===== config.mk =====
export PLATFORM = sky130hd
export DESIGN_NAME = ac3_quant_out
export DESIGN_NICKNAME = d
export VERILOG_FILES = /design/src/rtl/ac3_quant_out.sv
export SDC_FILE = /design/constraint.sdc
export NUM_CORES = 1
export LEC_CHECK = 0
export ABC_AREA = 1
export BUFFER_PORTS_ARGS = -buffer_cell sky130_fd_sc_hd__clkbuf_2
export CAP_MARGIN = 10
export CORE_ASPECT_RATIO = 0.8
export CORE_MARGIN = 4
export CORE_UTILIZATION = 45
export CTS_CLUSTER_SIZE = 24
export DETAILED_ROUTE_END_ITERATION = 10
export PLACE_DENSITY = 0.65
export SYNTH_ARGS = -nofsm -noshare
export SYNTH_HDL_FRONTEND = slang
export SYNTH_SLANG_ARGS = --single-unit

===== constraint.sdc =====
create_clock -name clk -period 11.05 [get_ports clk]
set_clock_uncertainty 0.05 [all_clocks]
set_input_delay 2.21 -clock clk [delete_from_list [all_inputs] [get_ports clk]]
set_output_delay 2.21 -clock clk [all_outputs]
set_load 0.01 [all_outputs]

===== src/rtl/ac3_quant_out.sv =====
// Output stage of the AC3 accumulator: captures four lanes, quantizes each to Pa bits
// (shift, round-half-up, optional ReLU, saturate) and streams them over valid/ready.
module ac3_quant_out #(
    parameter int M   = 16,
    parameter int Pa  = 8,
    parameter int Pw  = 4,
    parameter int MNO = 288,
    parameter int SHW = 5,
    parameter int AW  = $clog2(M) + Pa + Pw + $clog2(MNO)
) (
    input  logic                 clk,
    input  logic                 rst,
    input  logic                 load,
    input  logic signed [AW-1:0] in_0,
    input  logic signed [AW-1:0] in_1,
    input  logic signed [AW-1:0] in_2,
    input  logic signed [AW-1:0] in_3,
    input  logic [SHW-1:0]       shamt,
    input  logic                 relu_en,
    output logic signed [Pa-1:0] out_data,
    output logic [1:0]           out_lane,
    output logic                 out_valid,
    input  logic                 out_ready,
    output logic                 acc_clr,
    output logic                 busy,
    output logic                 done,
    output logic                 sat_flag
);

    typedef enum logic [1:0] {S_IDLE, S_CALC, S_SEND} state_t;

    localparam logic signed [AW:0] QMAX = (AW+1)'((2 ** (Pa-1)) - 1);
    localparam logic signed [AW:0] QMIN = (AW+1)'(-(2 ** (Pa-1)));

    state_t                r_state;
    state_t                w_next;
    logic signed [AW-1:0]  r_x [4];
    logic [SHW-1:0]        r_shamt;
    logic                  r_relu;
    logic [1:0]            r_lane;
    logic signed [Pa-1:0]  r_data;
    logic                  r_done;
    logic                  r_sat;
    logic signed [AW:0]    w_r;
    logic                  w_clip;
    logic signed [Pa-1:0]  w_q;

    // One extra bit of headroom keeps the rounding add from wrapping.
    function automatic logic signed [AW:0] round_shift(input logic signed [AW-1:0] x,
                                                       input logic [SHW-1:0]       sh);
        int                 s;
        logic signed [AW:0] rnd;
        s   = (int'(sh) > AW-1) ? AW-1 : int'(sh);
        rnd = (s == 0) ? '0 : ((AW+1)'(1) <<< (s - 1));
        return ((AW+1)'(x) + rnd) >>> s;
    endfunction

    function automatic logic signed [Pa-1:0] saturate(input logic signed [AW:0] v);
        if (v > QMAX)      return Pa'(QMAX);
        else if (v < QMIN) return Pa'(QMIN);
        else               return Pa'(v);
    endfunction

    always_comb begin
        w_r = round_shift(r_x[r_lane], r_shamt);
        if (r_relu && w_r[AW]) w_r = '0;
        w_clip = (w_r > QMAX) || (w_r < QMIN);
        w_q    = saturate(w_r);
    end

    always_comb begin
        w_next = r_state;
        case (r_state)
            S_IDLE:  if (load) w_next = S_CALC;
            S_CALC:  w_next = S_SEND;
            S_SEND:  if (out_ready) w_next = (r_lane == 2'd3) ? S_IDLE : S_CALC;
            default: w_next = S_IDLE;
        endcase
    end

    always_ff @(posedge clk or posedge rst) begin
        if (rst) begin
            r_state <= S_IDLE;
            r_x     <= '{default: '0};
            r_shamt <= '0;
            r_relu  <= 1'b0;
            r_lane  <= 2'd0;
            r_data  <= '0;
            r_done  <= 1'b0;
            r_sat   <= 1'b0;
        end else begin
            r_state <= w_next;
            r_done  <= 1'b0;
            case (r_state)
                S_IDLE: if (load) begin
                    r_x[0]  <= in_0;
                    r_x[1]  <= in_1;
                    r_x[2]  <= in_2;
                    r_x[3]  <= in_3;
                    r_shamt <= shamt;
                    r_relu  <= relu_en;
                    r_lane  <= 2'd0;
                    r_sat   <= 1'b0;
                end
                S_CALC: begin
                    r_data <= w_q;
                    if (w_clip) r_sat <= 1'b1;
                end
                S_SEND: if (out_ready) begin
                    if (r_lane == 2'd3) r_done <= 1'b1;
                    else                r_lane <= r_lane + 2'd1;
                end
                default: ;
            endcase
        end
    end

    // Lane 0 is only ever in CALC once per batch, so this is a single pulse.
    assign acc_clr   = (r_state == S_CALC) && (r_lane == 2'd0);
    assign out_valid = (r_state == S_SEND);
    assign busy      = (r_state != S_IDLE);
    assign out_data  = r_data;
    assign out_lane  = r_lane;
    assign done      = r_done;
    assign sat_flag  = r_sat;

endmodule

==> flow_summary.toml, run 1 <==
[timing]
relSlewSlack_pct = 24.96
fin_crit_ps = 6118
slew_violations = 0
setup_viol = 0
timing.fmax_ghz = 0.1634
setup_ws_ps = 4932
hold_viol = 0
rsz0062_at_grt = "no"
worstMarginPinSlew_ps = 1121
period_share_pct = 55.37
fin_hold_ws_ps = 443.5
fin_tns_setup_ps = 0

[final_layout]
final_common_cell = "nand2_1"
layout.nets = 1508
final_cell_mix = "nand2_1 (307), nand3_1 (157), nor2_1 (145), inv_1 (144), clkbuf_2 (124)"
final_cells = 1641
diodes = 0
area_growth_pct = 16.02
drive_above_1_share_pct = 20.90
n_fill_cell = 1926

[setup_path]
crit_path_max_incr_delay_ps = 950
critical_path_class = "reg -> reg"
crit_arrival_ps = 6360
worstPathMaxFanout = 15
reg2regPathDepth = 24
cp_num_cells = 24
crit_top_cell = "nand2_1"
worst-path-buf-inv = 2
start_kind = "flip-flop"
r2r-start = "r_shamt[3]$_DFFE_PP0P_"
reg2reg_to = "out_data[1]$_DFFE_PP0P_"
r2r_slack_ps = 4930
cpLargestDelayFamily = "simple AND/OR/NAND/NOR gates"
cp.required_ps = 11290
slowest_stage = "nor2_1"
end_kind = "flip-flop"
worstPathCellList = "clkinv_1 -> nor2_1 -> a21oi_1 -> o211ai_1 -> nor2_1 -> ha_1 -> nand2_1 -> nor2_2 -> nand2_1 -> nand3b_1 -> nand3_1 -> nand2_1 -> nand3_1 -> nand3_1 -> nand3_1 -> nand3_1 -> nand2_1 -> inv_1 -> a21oi_1 -> nand2_1 -> nor2_1 -> nand2_1 -> a21oi_4 -> a21oi_1"

[min_path]
min_to = "out_data[7]$_DFFE_PP0P_"
holdPathStages = 2
min-delay-start = "out_data[7]$_DFFE_PP0P_"
hold_path.class = "reg -> reg"

[cts]
cts.repair.resized = 0
htreeDepth = 4
post-cts-setup-buffers = 0
cts_sinks = 120
clk_pin_slew_ps = 60
cts_tree = "done"
cts-root-buf = "clkbuf_16"
clockBufferDepth = 2
clk_latency_ps = 420
cts_buffers = 17
ctsHoldBuffers = 0

[floorplan]
num_io_pins = 125
core-area_mm2 = 0.01920
die_w_um = 165.5
die_y_um = 134.0
initial_utilization_pct = 46.48
dieArea_mm2 = 0.02216
rows = 45

[global_route]
grt_usage_pct = 26.03
grt_pass1_wl_um = 45220
antenna_found_initial = 0
grt.busiest_layer = "met1"
grt.met1_usage_pct = 40.19
grt_overflow = 0
grt_max_degree = 76
grt_pass1_vias = 8509
grt.met3_usage_pct = 5.776
use_met2_pct = 37.69

[place]
routabilityCongestion = 1.046
dp_hpwl_um = 22150
place_ws_ps = 5278
port_buffers = 124
place_inst = 1609

[outcome]
status = "complete, no violations"

[logic_synthesis]
synthMuxAreaShare_pct = 11.47
post_synth.cell_area_avg_um2 = 7.050
synth_top_family_by_area = "simple AND/OR/NAND/NOR gates"
yosys.area_share.xor_xnor_pct = 0.6869
yosys.area_share.simple_pct = 31.78
yosys.area.top_type = "dfrtp_1"
synthAdderAreaFrac_pct = 4.010
synth_compound_area_share_pct = 9.757
synth_area_mm2 = 0.008925
synthDistinctLibCells = 42
syn_nets = 1404
ys_seq_elements = 120
synthCells = 1266
seq_area_frac_synth_pct = 33.65
yosys_warnings = 0
synth_top_area_share_pct = 33.65
synth_area_leaders = "dfrtp_1 (34%), nand2_1 (13%), mux2_2 (11%), nand3_1 (8.8%), inv_1 (6.1%)"

[routing]
drc = 0
routed_wl_um = 28300
dr.pass1.iters = 5
via_per_inst = 5.435
antenna_left = 0
num_vias = 8919
drtIter0Drc = 833
wire_per_inst_um = 17.25

[flow_run]
drv_cap = 0
==> worst register-to-register path, delay by kind of cell (launching register included) <==
kind	cells	cell delay, ps
simple gates	16	3110
fa+ha+maj	1	440
buf+inv	2	430
compound gates	5	1410
flops	1	530
==> flip-flops by register name, summed over array words and instances, names as in the netlist <==
register	cells
r_x	100
out_data	8
r_shamt	5
out_lane	2
r_state	2
done	1
r_relu	1
sat_flag	1
==> how the worst max path moves through the flow <==
stage	from	to	slack [ps]
2_1_floorplan	rst	done$_DFF_PP0_	5600
3_3_place_gp	r_shamt[3]$_DFFE_PP0P_	out_data[2]$_DFFE_PP0P_	5230
3_5_place_dp	r_shamt[3]$_DFFE_PP0P_	out_data[5]$_DFFE_PP0P_	5280
4_1_cts	r_shamt[3]$_DFFE_PP0P_	out_data[1]$_DFFE_PP0P_	5260
5_1_grt	r_shamt[3]$_DFFE_PP0P_	out_data[1]$_DFFE_PP0P_	4580
6_report	r_shamt[3]$_DFFE_PP0P_	out_data[1]$_DFFE_PP0P_	4930
==> Yosys cell counts <==
library cell,number
o21bai_1,1
o311ai_0,1
fa_1,1
xor2_1,4
nand3_2,2
o22ai_1,20
a21oi_1,56
a21oi_2,1
mux2i_1,1
mux2_2,90
inv_1,145
clkinv_1,2
nand4_1,21
o21ai_0,59
buf_1,9
ha_1,27
buf_2,11
nand2_4,4
and2_1,1
o21ai_2,1
clkbuf_1,29
a31oi_1,4
a21o_1,1
nand2_2,6
nand3b_1,4
xnor2_1,3
nor4_1,1
a32oi_1,1
inv_2,5
o221ai_1,1
a21oi_4,1
nand2_1,308
o211ai_1,7
or2_2,2
o21ai_1,2
dfrtp_1,120
o31ai_1,1
nor2_1,145
nor2_2,9
conb_1,1
nor3_1,1
nand3_1,157
==> through the flow <==
| stage | cell area (um2) | utilization [%] |
|---|---|---|
| finish | 10350 | 53.93 |
| CTS | 10350 | 53.93 |
| global placement | 9756 | 50.81 |
| detailed placement | 9756 | 50.81 |
| floorplan | 8925 | - |
| global route | 10350 | 53.93 |
==> cells by family (layout without fill, tap and decap cells) <==
group | after synthesis | count (layout)
compound gates | 157 | 157
xor+xnor | 7 | 7
simple gates | 661 | 661
flops | 120 | 120
fa+ha+maj | 28 | 28
other cells | 1 | 1
buf+inv | 201 | 318
mux | 91 | 91
==> area by class of cell <==
type | instances | area [um2] | area share, %
timing repair buffer | 134 | 695.7 | 6.718
sequential | 120 | 3003 | 29.00
inverter | 152 | 573.1 | 5.534
tap | 258 | 322.8 | 3.117
clock inverter | 14 | 160.2 | 1.547
clock buffer | 18 | 439.2 | 4.241
multi-input combinational | 945 | 5161 | 49.84
==> routing by layer <==
metal | routed length [um] | up-vias
met4 | 347 | 0
li1 | - | 4380
met5 | 0 | -
met3 | 2404 | 27
met2 | 11860 | 351
met1 | 13690 | 4161
Power of run 1 is left out: the tool's default activity adds up to more than one toggle a clock period on the data nets, which glitch-free logic cannot reach.
==> inputs of run 2 (changes only) <==
ABC_AREA = 0   (was 1)
PLACE_DENSITY = not set   (was 0.65)
clock period = 6.3 ns   (was 11.05 ns; I/O delays follow)
==> run 2 against run 1 <==
Effect of this change: setup slack worse by 4600 ps; utilization down 0.14 points; via count down 4.4%; cell count down 17%; critical path depth down 7; synthesized area up 2.0%; cell area up 3.2%; first-iteration DRC count up 16%; sequential share of layout area down 0.87 points; maximum frequency up 3.2%; synthesized cell count down 23%; worst hold slack worse by 5.2 ps; largest cell class unchanged.
==> flow_summary.toml, run 2 <==
[cts]
clk_latency_ps = 430
cts-root-buf = "clkbuf_16"
ctsHoldBuffers = 0
clk_pin_slew_ps = 60
htreeDepth = 4
cts_tree = "done"
cts_sinks = 120
cts.repair.resized = 0
cts_buffers = 17
post-cts-setup-buffers = 0
clockBufferDepth = 2

[setup_path]
crit_top_cell = "nand2_1"
crit_path_max_incr_delay_ps = 580
crit_arrival_ps = 6210
worst-path-buf-inv = 0
end_kind = "flip-flop"
worstPathMaxFanout = 13
cpLargestDelayFamily = "compound AO/OA/AOI/OAI gates"
critical_path_class = "reg -> reg"
start_kind = "flip-flop"
cp.required_ps = 6590
slowest_stage = "dfrtp_1"
worstPathCellList = "nand2_1 -> nand2_1 -> nand2_1 -> nor3_1 -> ha_1 -> a21oi_1 -> o21ai_0 -> a41o_1 -> a221oi_2 -> xor2_1 -> a221oi_2 -> a31oi_1 -> a221o_1 -> nor4b_1 -> and4bb_2 -> a31oi_4 -> o211ai_1"

[place]
routabilityCongestion = 1.026
place_inst = 1335
dp_hpwl_um = 22710
port_buffers = 124
place_area_mm2 = 0.01009

[logic_synthesis]
post_synth.cell_area_avg_um2 = 9.352
ys_seq_elements = 120
synth_edf_count = 0
yosys.area.top_type = "dfrtp_1"
synthDistinctLibCells = 83
yosysMostFrequentCell = "dfrtp_1"
yosys-top-cells-count = "dfrtp_1 (120), mux2_2 (104), nand2_1 (97)"
synth_top_area_share_pct = 33.00
seq_area_frac_synth_pct = 33.00
synth_area_mm2 = 0.009100
yosys_warnings = 0
syn_nets = 1111
async_flop_share_pct = 100.0
synthCells = 973
synthFlopType = "dfrtp_1"
synth_area_leaders = "dfrtp_1 (33%), mux2_2 (13%), mux4_2 (6.2%), nand2_1 (4.0%), ha_1 (3.7%)"

[timing]
relSlewSlack_pct = 43.24
fin_hold_ws_ps = 438.4
worstMarginPinSlew_ps = 848.3
slew_violations = 0
period_share_pct = 94.06
fin_tns_setup_ps = 0
setup_viol = 0
fin_crit_ps = 5926
timing.fmax_ghz = 0.1688
rsz0062_at_grt = "no"
hold_viol = 0

[final_layout]
drive_above_1_share_pct = 31.73
area_growth_pct = 17.38
final_common_cell = "clkbuf_2"
layout.nets = 1228
diodes = 0
largest_reg_flops = 100
largest-register = "r_x"
final_cells = 1367
final_cell_mix = "clkbuf_2 (124), dfrtp_1 (119), mux2_2 (104), nand2_1 (97), nor2_1 (77)"
postLayoutCellArea_mm2 = 0.01068

[global_route]
grt_pass1_vias = 8383
grt_usage_pct = 26.46
grt.busiest_layer = "met1"
grt_overflow = 0
use_met2_pct = 37.34
grt_max_degree = 111
grt_pass1_wl_um = 46730
grt.met3_usage_pct = 8.518
antenna_found_initial = 0
grt.met1_usage_pct = 38.54

[floorplan]
die_w_um = 167.0
num_io_pins = 125
dieArea_mm2 = 0.02258
die_y_um = 135.2
core-area_mm2 = 0.01986
rows = 46
initial_utilization_pct = 45.83

[routing]
drc = 0
drtIter0Drc = 970
wire_per_inst_um = 21.56
antenna_left = 0
via_per_inst = 6.238
num_vias = 8527
routed_wl_um = 29470
dr.pass1.iters = 6

[min_path]
hold_path.class = "reg -> reg"

[outcome]
status = "complete, no violations"

[flow_run]
drv_cap = 0
==> run 2: final cells by class <==
class | instances | area, um2
clock buffer | 18 | 439.2
clock inverter | 14 | 152.6
fill | 1866 | 9175
inverter | 18 | 70.07
multi-input combinational | 769 | 5752
sequential | 120 | 3004
tap | 264 | 330.3
timing repair buffer | 164 | 933.4
==> run 2: path summary, 6_finish.rpt <==
check | end | slack [ps] | start | cells past startpoint
setup / recovery | out_data[2]$_DFFE_PP0P_ | 370 | r_shamt[4]$_DFFE_PP0P_ | 17
hold / removal | out_data[7]$_DFFE_PP0P_ | 440 | out_data[7]$_DFFE_PP0P_ | 2
setup reg to reg | out_data[2]$_DFFE_PP0P_ | 370 | r_shamt[4]$_DFFE_PP0P_ | 17
hold reg to reg | out_data[7]$_DFFE_PP0P_ | 440 | out_data[7]$_DFFE_PP0P_ | 2
max in group asynchronous | r_x[6]$_DFFE_PP0P_ | 4050 | rst | 3
min in group asynchronous | r_x[42]$_DFFE_PP0P_ | 870 | rst | 2
==> run 2: routing by layer <==
layer / vias up / part of all wire (%)
met5: - / 0
met4: 0 / 2.6
met2: 441 / 41
li1: 3943 / -
met1: 4085 / 46
met3: 58 / 10
==> run 2: logic make-up (layout without fill, tap and decap cells) <==
kind of cell               count (synthesis)  after routing  share of synthesized area, %
AOI/OAI and AO/OA                        270            270                         20.67
xor gates and xnor gates                  13             13                         1.251
adders and majority gates                 28             28                         3.932
buffers and inverters                     84            214                         3.877
DFF                                      120            120                         33.00
muxes                                    143            143                         20.60
other                                      1              1                       0.04121
and+or+nand+nor                          314            314                         16.64
==> run 2: worst reg2reg max path, cell delays in order (launching register included) <==
cell	delay [ps]
dfrtp_1	580
nand2_1	180
nand2_1	340
nand2_1	220
nor3_1	500
ha_1	400
a21oi_1	260
o21ai_0	240
a41o_1	330
a221oi_2	450
xor2_1	300
a221oi_2	500
a31oi_1	200
a221o_1	380
nor4b_1	220
and4bb_2	330
a31oi_4	140
o211ai_1	220
==> run 2: metrics by stage <==
step / setup slack, ps / util (%)
global placement: 669.8 / 50.81
global route: 55.97 / 53.79
detailed placement: 656.8 / 50.81
floorplan: 1031 / -
finish: 374.3 / 53.79
CTS: 623.0 / 53.79
Power of run 2 is left out for the same reason.
